==> config.mk <==
export PLATFORM = sky130hd
export DESIGN_NAME = clint_bus_arbiter
export DESIGN_NICKNAME = d
export VERILOG_FILES = /design/src/rtl/clint_pkg.sv /design/src/rtl/rr_arbiter2.sv /design/src/rtl/clint_bus_arbiter.sv
export SDC_FILE = /design/constraint.sdc
export NUM_CORES = 1
export LEC_CHECK = 0
export CAP_MARGIN = 10
export CELL_PAD_IN_SITES_DETAIL_PLACEMENT = 0
export CELL_PAD_IN_SITES_GLOBAL_PLACEMENT = 1
export CORE_ASPECT_RATIO = 0.9
export CORE_UTILIZATION = 32
export DETAILED_ROUTE_END_ITERATION = 7
export GPL_ROUTABILITY_DRIVEN = 0
export PLACE_DENSITY = 0.89
export SETUP_SLACK_MARGIN = 0.15
export SLEW_MARGIN = 10
export SYNTH_ARGS = -nofsm -noshare
export SYNTH_HDL_FRONTEND = slang
export SYNTH_SLANG_ARGS = --single-unit
==> constraint.sdc <==
create_clock -name clk -period 2.2 [get_ports clk]
set_input_delay 0.44 -clock clk [delete_from_list [all_inputs] [get_ports clk]]
set_output_delay 0.44 -clock clk [all_outputs]
set_load 0.05 [all_outputs]
==> src/rtl/clint_pkg.sv <==
// Shared types and constants for the CLINT register-bus arbiter.
//   arb_state_t : arbiter FSM state encoding
//   bus_req_t   : latched request fields of the winning master
//   CLINT_*     : register addresses used by software and the bench
package clint_pkg;

  localparam int unsigned ADDR_WIDTH     = 16;
  localparam int unsigned SIZE_WIDTH     = 3;
  localparam int unsigned REG_DATA_WIDTH = 32;
  localparam int unsigned BUS_DATA_WIDTH = 32;

  typedef enum logic [1:0] {
    ARB_IDLE   = 2'd0,
    ARB_ACCESS = 2'd1,
    ARB_RESP   = 2'd2
  } arb_state_t;

  typedef struct packed {
    logic                      rd;
    logic                      wr;
    logic                      lock;
    logic [ADDR_WIDTH-1:0]     addr;
    logic [SIZE_WIDTH-1:0]     size;
    logic [REG_DATA_WIDTH-1:0] wdata;
  } bus_req_t;

  localparam logic [ADDR_WIDTH-1:0] CLINT_MSIP_ADDR     = 16'h0000;
  localparam logic [ADDR_WIDTH-1:0] CLINT_MTIMECMP_ADDR = 16'h4000;
  localparam logic [ADDR_WIDTH-1:0] CLINT_MTIME_ADDR    = 16'hbff8;

endpackage

==> src/rtl/rr_arbiter2.sv <==
// Two-way round-robin grant with an eligibility mask.
//   req           : raw requests from m0/m1
//   eligible      : mask of masters allowed to win (lock restricts to owner)
//   rr_ptr        : master that wins a tie
//   grant_valid_c : some eligible master is requesting
//   grant_idx_c   : index of the winning master
module rr_arbiter2 (
  input  logic [1:0] req,
  input  logic [1:0] eligible,
  input  logic       rr_ptr,
  output logic       grant_valid_c,
  output logic       grant_idx_c
);

  logic [1:0] cand;

  always_comb begin
    cand          = req & eligible;
    grant_valid_c = |cand;
    grant_idx_c   = 1'b0;
    case (cand)
      2'b10:   grant_idx_c = 1'b1;
      2'b11:   grant_idx_c = rr_ptr;
      default: grant_idx_c = 1'b0;
    endcase
  end

endmodule

==> src/rtl/clint_bus_arbiter.sv <==
// Shares the CLINT register-bus slave port between m0 (core) and m1 (debug).
// Each access runs IDLE(arbitrate/latch) -> ACCESS(strobe) -> RESP(ack).
// A master may lock the bus so paired 32-bit halves are not interleaved.
//   clk, rst            : clock, asynchronous active-low reset
//   mN_*                : requester ports (req/rd/wr/lock/addr/size/wdata, ack/rdata)
//   bus_clint_*         : registered address/size/data/strobes to the CLINT
//   clint_bus_data      : combinational read data from the CLINT
//   busy                : arbiter is not in IDLE
module clint_bus_arbiter
  import clint_pkg::*;
#(
  parameter int unsigned ADDR_W       = ADDR_WIDTH,
  parameter int unsigned SIZE_W       = SIZE_WIDTH,
  parameter int unsigned DATA_W       = REG_DATA_WIDTH,
  parameter int unsigned RDATA_W      = BUS_DATA_WIDTH,
  parameter int unsigned LOCK_TIMEOUT = 16
) (
  input  logic               clk,
  input  logic               rst,
  input  logic               m0_req,
  input  logic               m0_rd,
  input  logic               m0_wr,
  input  logic               m0_lock,
  input  logic [ADDR_W-1:0]  m0_addr,
  input  logic [SIZE_W-1:0]  m0_size,
  input  logic [DATA_W-1:0]  m0_wdata,
  output logic               m0_ack,
  output logic [RDATA_W-1:0] m0_rdata,
  input  logic               m1_req,
  input  logic               m1_rd,
  input  logic               m1_wr,
  input  logic               m1_lock,
  input  logic [ADDR_W-1:0]  m1_addr,
  input  logic [SIZE_W-1:0]  m1_size,
  input  logic [DATA_W-1:0]  m1_wdata,
  output logic               m1_ack,
  output logic [RDATA_W-1:0] m1_rdata,
  output logic [ADDR_W-1:0]  bus_clint_read_addr,
  output logic [ADDR_W-1:0]  bus_clint_write_addr,
  output logic [SIZE_W-1:0]  bus_clint_read_size,
  output logic [SIZE_W-1:0]  bus_clint_write_size,
  output logic [DATA_W-1:0]  bus_clint_data,
  output logic               bus_clint_rd,
  output logic               bus_clint_wr,
  input  logic [RDATA_W-1:0] clint_bus_data,
  output logic               busy
);

  localparam int unsigned CNT_W = $clog2(LOCK_TIMEOUT) + 1;

  localparam logic [1:0] S_IDLE   = 2'(ARB_IDLE);
  localparam logic [1:0] S_ACCESS = 2'(ARB_ACCESS);
  localparam logic [1:0] S_RESP   = 2'(ARB_RESP);

  logic [1:0]         state_q, state_d;
  bus_req_t           req_q, cand_c;
  logic               winner_q, rr_ptr_q;
  logic               lock_valid_q, lock_owner_q;
  logic [CNT_W-1:0]   lock_cnt_q;
  logic               bus_rd_q, bus_wr_q, busy_q;
  logic [1:0]         ack_q;
  logic [RDATA_W-1:0] rdata0_q, rdata1_q;
  logic [1:0]         req_vec_c, eligible_c;
  logic               grant_valid_c, grant_idx_c;

  // A lock restricts eligibility to its owner until released or timed out.
  assign req_vec_c  = {m1_req, m0_req};
  assign eligible_c = lock_valid_q ? (lock_owner_q ? 2'b10 : 2'b01) : 2'b11;

  rr_arbiter2 u_rr (
    .req           (req_vec_c),
    .eligible      (eligible_c),
    .rr_ptr        (rr_ptr_q),
    .grant_valid_c (grant_valid_c),
    .grant_idx_c   (grant_idx_c)
  );

  // Request fields of the current arbitration winner.
  always_comb begin
    cand_c = '0;
    if (grant_idx_c) begin
      cand_c.rd    = m1_rd;
      cand_c.wr    = m1_wr;
      cand_c.lock  = m1_lock;
      cand_c.addr  = ADDR_WIDTH'(m1_addr);
      cand_c.size  = SIZE_WIDTH'(m1_size);
      cand_c.wdata = REG_DATA_WIDTH'(m1_wdata);
    end else begin
      cand_c.rd    = m0_rd;
      cand_c.wr    = m0_wr;
      cand_c.lock  = m0_lock;
      cand_c.addr  = ADDR_WIDTH'(m0_addr);
      cand_c.size  = SIZE_WIDTH'(m0_size);
      cand_c.wdata = REG_DATA_WIDTH'(m0_wdata);
    end
  end

  // Next-state logic.
  always_comb begin
    state_d = state_q;
    case (state_q)
      S_IDLE:   if (grant_valid_c) state_d = S_ACCESS;
      S_ACCESS: state_d = S_RESP;
      S_RESP:   state_d = S_IDLE;
      default:  state_d = S_IDLE;
    endcase
  end

  always_ff @(posedge clk or negedge rst) begin
    if (!rst) state_q <= S_IDLE;
    else      state_q <= state_d;
  end

  // Datapath, strobes, ack/rdata, round-robin pointer and lock tracking.
  always_ff @(posedge clk or negedge rst) begin
    if (!rst) begin
      req_q        <= '0;
      winner_q     <= 1'b0;
      rr_ptr_q     <= 1'b0;
      lock_valid_q <= 1'b0;
      lock_owner_q <= 1'b0;
      lock_cnt_q   <= '0;
      bus_rd_q     <= 1'b0;
      bus_wr_q     <= 1'b0;
      busy_q       <= 1'b0;
      ack_q        <= '0;
      rdata0_q     <= '0;
      rdata1_q     <= '0;
    end else begin
      bus_rd_q <= 1'b0;
      bus_wr_q <= 1'b0;
      ack_q    <= '0;
      rdata0_q <= '0;
      rdata1_q <= '0;
      busy_q   <= (state_d != S_IDLE);
      case (state_q)
        S_IDLE: begin
          if (grant_valid_c) begin
            req_q    <= cand_c;
            winner_q <= grant_idx_c;
            // rd together with wr is treated as a write.
            bus_wr_q <= cand_c.wr;
            bus_rd_q <= cand_c.rd & ~cand_c.wr;
          end else if (lock_valid_q && !req_vec_c[lock_owner_q]) begin
            if (lock_cnt_q == CNT_W'(LOCK_TIMEOUT - 1)) begin
              lock_valid_q <= 1'b0;
              lock_cnt_q   <= '0;
            end else begin
              lock_cnt_q <= lock_cnt_q + CNT_W'(1);
            end
          end
        end
        S_ACCESS: begin
          if (winner_q) begin
            ack_q    <= 2'b10;
            rdata1_q <= (req_q.rd & ~req_q.wr) ? clint_bus_data : '0;
          end else begin
            ack_q    <= 2'b01;
            rdata0_q <= (req_q.rd & ~req_q.wr) ? clint_bus_data : '0;
          end
        end
        S_RESP: begin
          rr_ptr_q     <= ~winner_q;
          lock_valid_q <= req_q.lock;
          if (req_q.lock) begin
            lock_owner_q <= winner_q;
            lock_cnt_q   <= '0;
          end
        end
        default: ;
      endcase
    end
  end

  assign m0_ack               = ack_q[0];
  assign m1_ack               = ack_q[1];
  assign m0_rdata             = rdata0_q;
  assign m1_rdata             = rdata1_q;
  assign bus_clint_read_addr  = ADDR_W'(req_q.addr);
  assign bus_clint_write_addr = ADDR_W'(req_q.addr);
  assign bus_clint_read_size  = SIZE_W'(req_q.size);
  assign bus_clint_write_size = SIZE_W'(req_q.size);
  assign bus_clint_data       = DATA_W'(req_q.wdata);
  assign bus_clint_rd         = bus_rd_q;
  assign bus_clint_wr         = bus_wr_q;
  assign busy                 = busy_q;

endmodule

==> run_results.csv <==
group,metric,value,unit
clocking,clock_sinks,134,
sta,setup_tns,0,ns
critical_path,cp-start-kind,"register",
sta,finalSetupViolations,0,
yosys,ys_seq_area_share,54.81,%
clocking,clockRootBuffer,"clkbuf_16",
critical_path,path_class,"register to output port",
yosys,syn_avg_cell_area,13.57,µm²
yosys,synth_area_leader_cell,"dfrtp_1",
sta,hold_slack,0.5052,ns
detailed_routing,routed_via_density,4.505,
cells_and_area,areaGrowthSynthToFinish,54.34,%
yosys,syn-cell-area,0.006118,mm²
sta,slew_headroom,62.63,%
cells_and_area,final_cells,940,
critical_path,crit_slowest_cell,"clkdlybuf4s50_1",
critical_path,reg2reg_from,"lock_valid_q",
yosys,ys_types,31,
clocking,clkLatencyLatePin,0.41,ns
yosys,ys.flop_type,"dfrtp_1",
cells_and_area,antenna_cells,0,
floorplan,pin_count,283,
clocking,cts_made_buffers,17,
hold_path,hold_path_class,"register to register",
power,finalPower,13.63,mW
critical_path,cp-end-kind,"output port",
grt,grt_pass1_wl,24540,µm
floorplan,chipHeight,133.2,µm
critical_path,cp.required,1.76,ns
floorplan,fp.coreArea,0.01858,mm²
yosys,synthTopCellsByArea,"dfrtp_1, mux2_4, buf_4, mux2_2, and3_1",
floorplan,dieArea,0.01968,mm²
power,power.leakage,4.893,nW
cells_and_area,num-fill-cells,1608,
sta,timing.final.ws_setup,0.1872,ns
clocking,cts_tree,"built",
yosys,syn_inst,451,
critical_path,crit_cells,1,
sta,clock.fmax,496.8,MHz
sta,finalClockSkew,0.009098,ns
sta,hold_viol,0,
detailed_routing,drc,0,
clocking,cts.clk_slew.worst_paths,0.06,ns
floorplan,core.rowCount,47,
critical_path,critPathTopFamily,"buffers and inverters",
clocking,h-tree-depth,4,
place,pre_cts_ws,-0.1992,ns
yosys,yosysTopAreaCellShare,54.81,%
grt,grt_max_degree,65,
detailed_routing,wire_per_inst,16.90,µm
sta,rsz0062_at_grt,"no",
power,vdd_drop_max,0.4929,mV
yosys,yosys-top-cells-count,"dfrtp_1, buf_4, and3_1",
grt,grt_overflow_total,0,
critical_path,reg2regPathDepth,5,
detailed_routing,dr.pass1.iters,4,
yosys,yosysWarnings,0,
sta,worstMarginPinSlew,0.5596,ns
cells_and_area,final_layout_size_suffix_gt1_share,20.72,%
status,status,"completed",
critical_path,critPathMaxFanout,2,
yosys,ys_ff_latch,134,
yosys,yosysMostFrequentCell,"dfrtp_1",
detailed_routing,drt_wl_total,15890,µm
detailed_routing,vias,4235,
critical_path,path_cells,"clkdlybuf4s50_1",
place,hpwlAfterDp,11710,µm
detailed_routing,drtIter0Drc,112,
cells_and_area,nets,827,
detailed_routing,ant_nets,0,
power,powerDensity,1444,mW/mm²
sta,finalCritPeriodShare,91.49,%
hold_path,min_from,"bus_clint_data[18]",
grt,antenna_found_initial,0,
grt,first_global_vias,4581,
critical_path,crit_buf_inv,1,
yosys,async_flop_share,100.0,%
critical_path,critPathLaunch,"bus_clint_data[24]",
sta,slew_violations,0,
place,place_inst,907,
floorplan,start_util,32.92,%
yosys,synth_edf_count,0,
place,port_buffers,282,
critical_path,cpPeakStageDelay,0.80,ns
sta,min_period,2.013,ns
job,maxCapViolCount,0,
hold_path,hold_depth,1,
clocking,cts.path.max_buffers,2,
critical_path,cp.arrival,1.57,ns
floorplan,die_w,147.8,µm
grt,grt_usage,16.33,%
yosys,synthesis.nets,596,
==> layer usage <==
metal	share of wire [%]	GRT usage [%]	wire length, µm
met1	39	17.99	6196
met2	49	27.96	7832
met3	11	7.534	1680
met4	1.1	5.040	176
met5	0	0	0
==> cells in the final DEF, fill, tap and decap left out, drive strengths merged <==
cell type	n
clkdlybuf4s50	196
dfrtp	134
mux2	107
and3	64
dlygate4sd2	49
dlymetal6s2s	36
buf	25
clkbuf	18
inv	12
nand2	7
nor2	7
nor2b	4
clkinv	4
nand2b	3
mux2i	3
nand3	3
o21ai	3
clkinvlp	3
a21oi	2
a22o	2
o31ai	2
and2	1
o221ai	1
o311ai	1
or3b	1
nand3b	1
o21a	1
a32oi	1
a21o	1
o32ai	1
ha	1
dlygate4sd3	1
==> per-stage QoR <==
stage | instance area (µm²) | utilization (%)
CTS | 9353 | 50.33
detailed placement | 8836 | 47.55
global route | 9443 | 50.81
global placement | 8836 | 47.55
finish | 9443 | 50.81
floorplan | 6118 | -
==> cell type report <==
class / instances / area, µm² / area share (%)
sequential: 134 / 3353 / 35.51
timing repair buffer: 307 / 3118 / 33.02
multi-input combinational: 217 / 2078 / 22.01
clock buffer: 18 / 429.2 / 4.545
tap: 245 / 306.5 / 3.246
clock inverter: 14 / 138.9 / 1.471
inverter: 5 / 18.77 / 0.1988
==> kinds of logic after synthesis <==
family                   Yosys count  synth area share (%)
AND/OR/NAND/NOR                   91                 8.773
AO/OA/AOI/OAI                     15                 2.168
buffers and inverters            100                 11.59
adder cells (fa/ha/maj)            1                0.2045
multiplexers                     110                 22.45
flip-flops                       134                 54.81
==> sequential cells by signal, indices dropped and copies added (netlist names), 2 cells and up <==
name / flops
req_q: 3
bus_clint_read_size: 3
m1_rdata: 32
bus_clint_read_addr: 16
m0_rdata: 32
bus_clint_data: 32
lock_cnt_q: 5
ack_q: 2
state_q: 2
==> power by group <==
part,switching (mW),internal [mW],total [mW],leakage (nW)
Sequential,0.481,3.20,3.68,1.73
Clock,1.21,1.50,2.71,0.270
Combinational,4.44,2.81,7.25,2.90
==> worst paths after layout <==
path / end / slack [ns]
worst max-delay path: bus_clint_data[24] / 0.19
worst min register to register: bus_clint_data[18] / 0.51
min in group asynchronous: m1_rdata[31] / 0.54
max in group asynchronous: m1_rdata[11] / 1.08
worst min-delay path: bus_clint_data[18] / 0.51
worst max register to register: bus_clint_read_size[2] / 0.29
==> what timing repair did <==
| item | CTS | global route |
|---|---|---|
| endpoints found under the setup margin | 49 | 36 |
| hold buffers | 1 | 0 |
| hold endpoints to repair | 42 | 0 |
| gates resized for setup | 49 | 36 |
| pin swaps | 0 | 0 |
| setup buffers | 0 | 0 |
No activity file was read; power rests on OpenSTA's default activity.
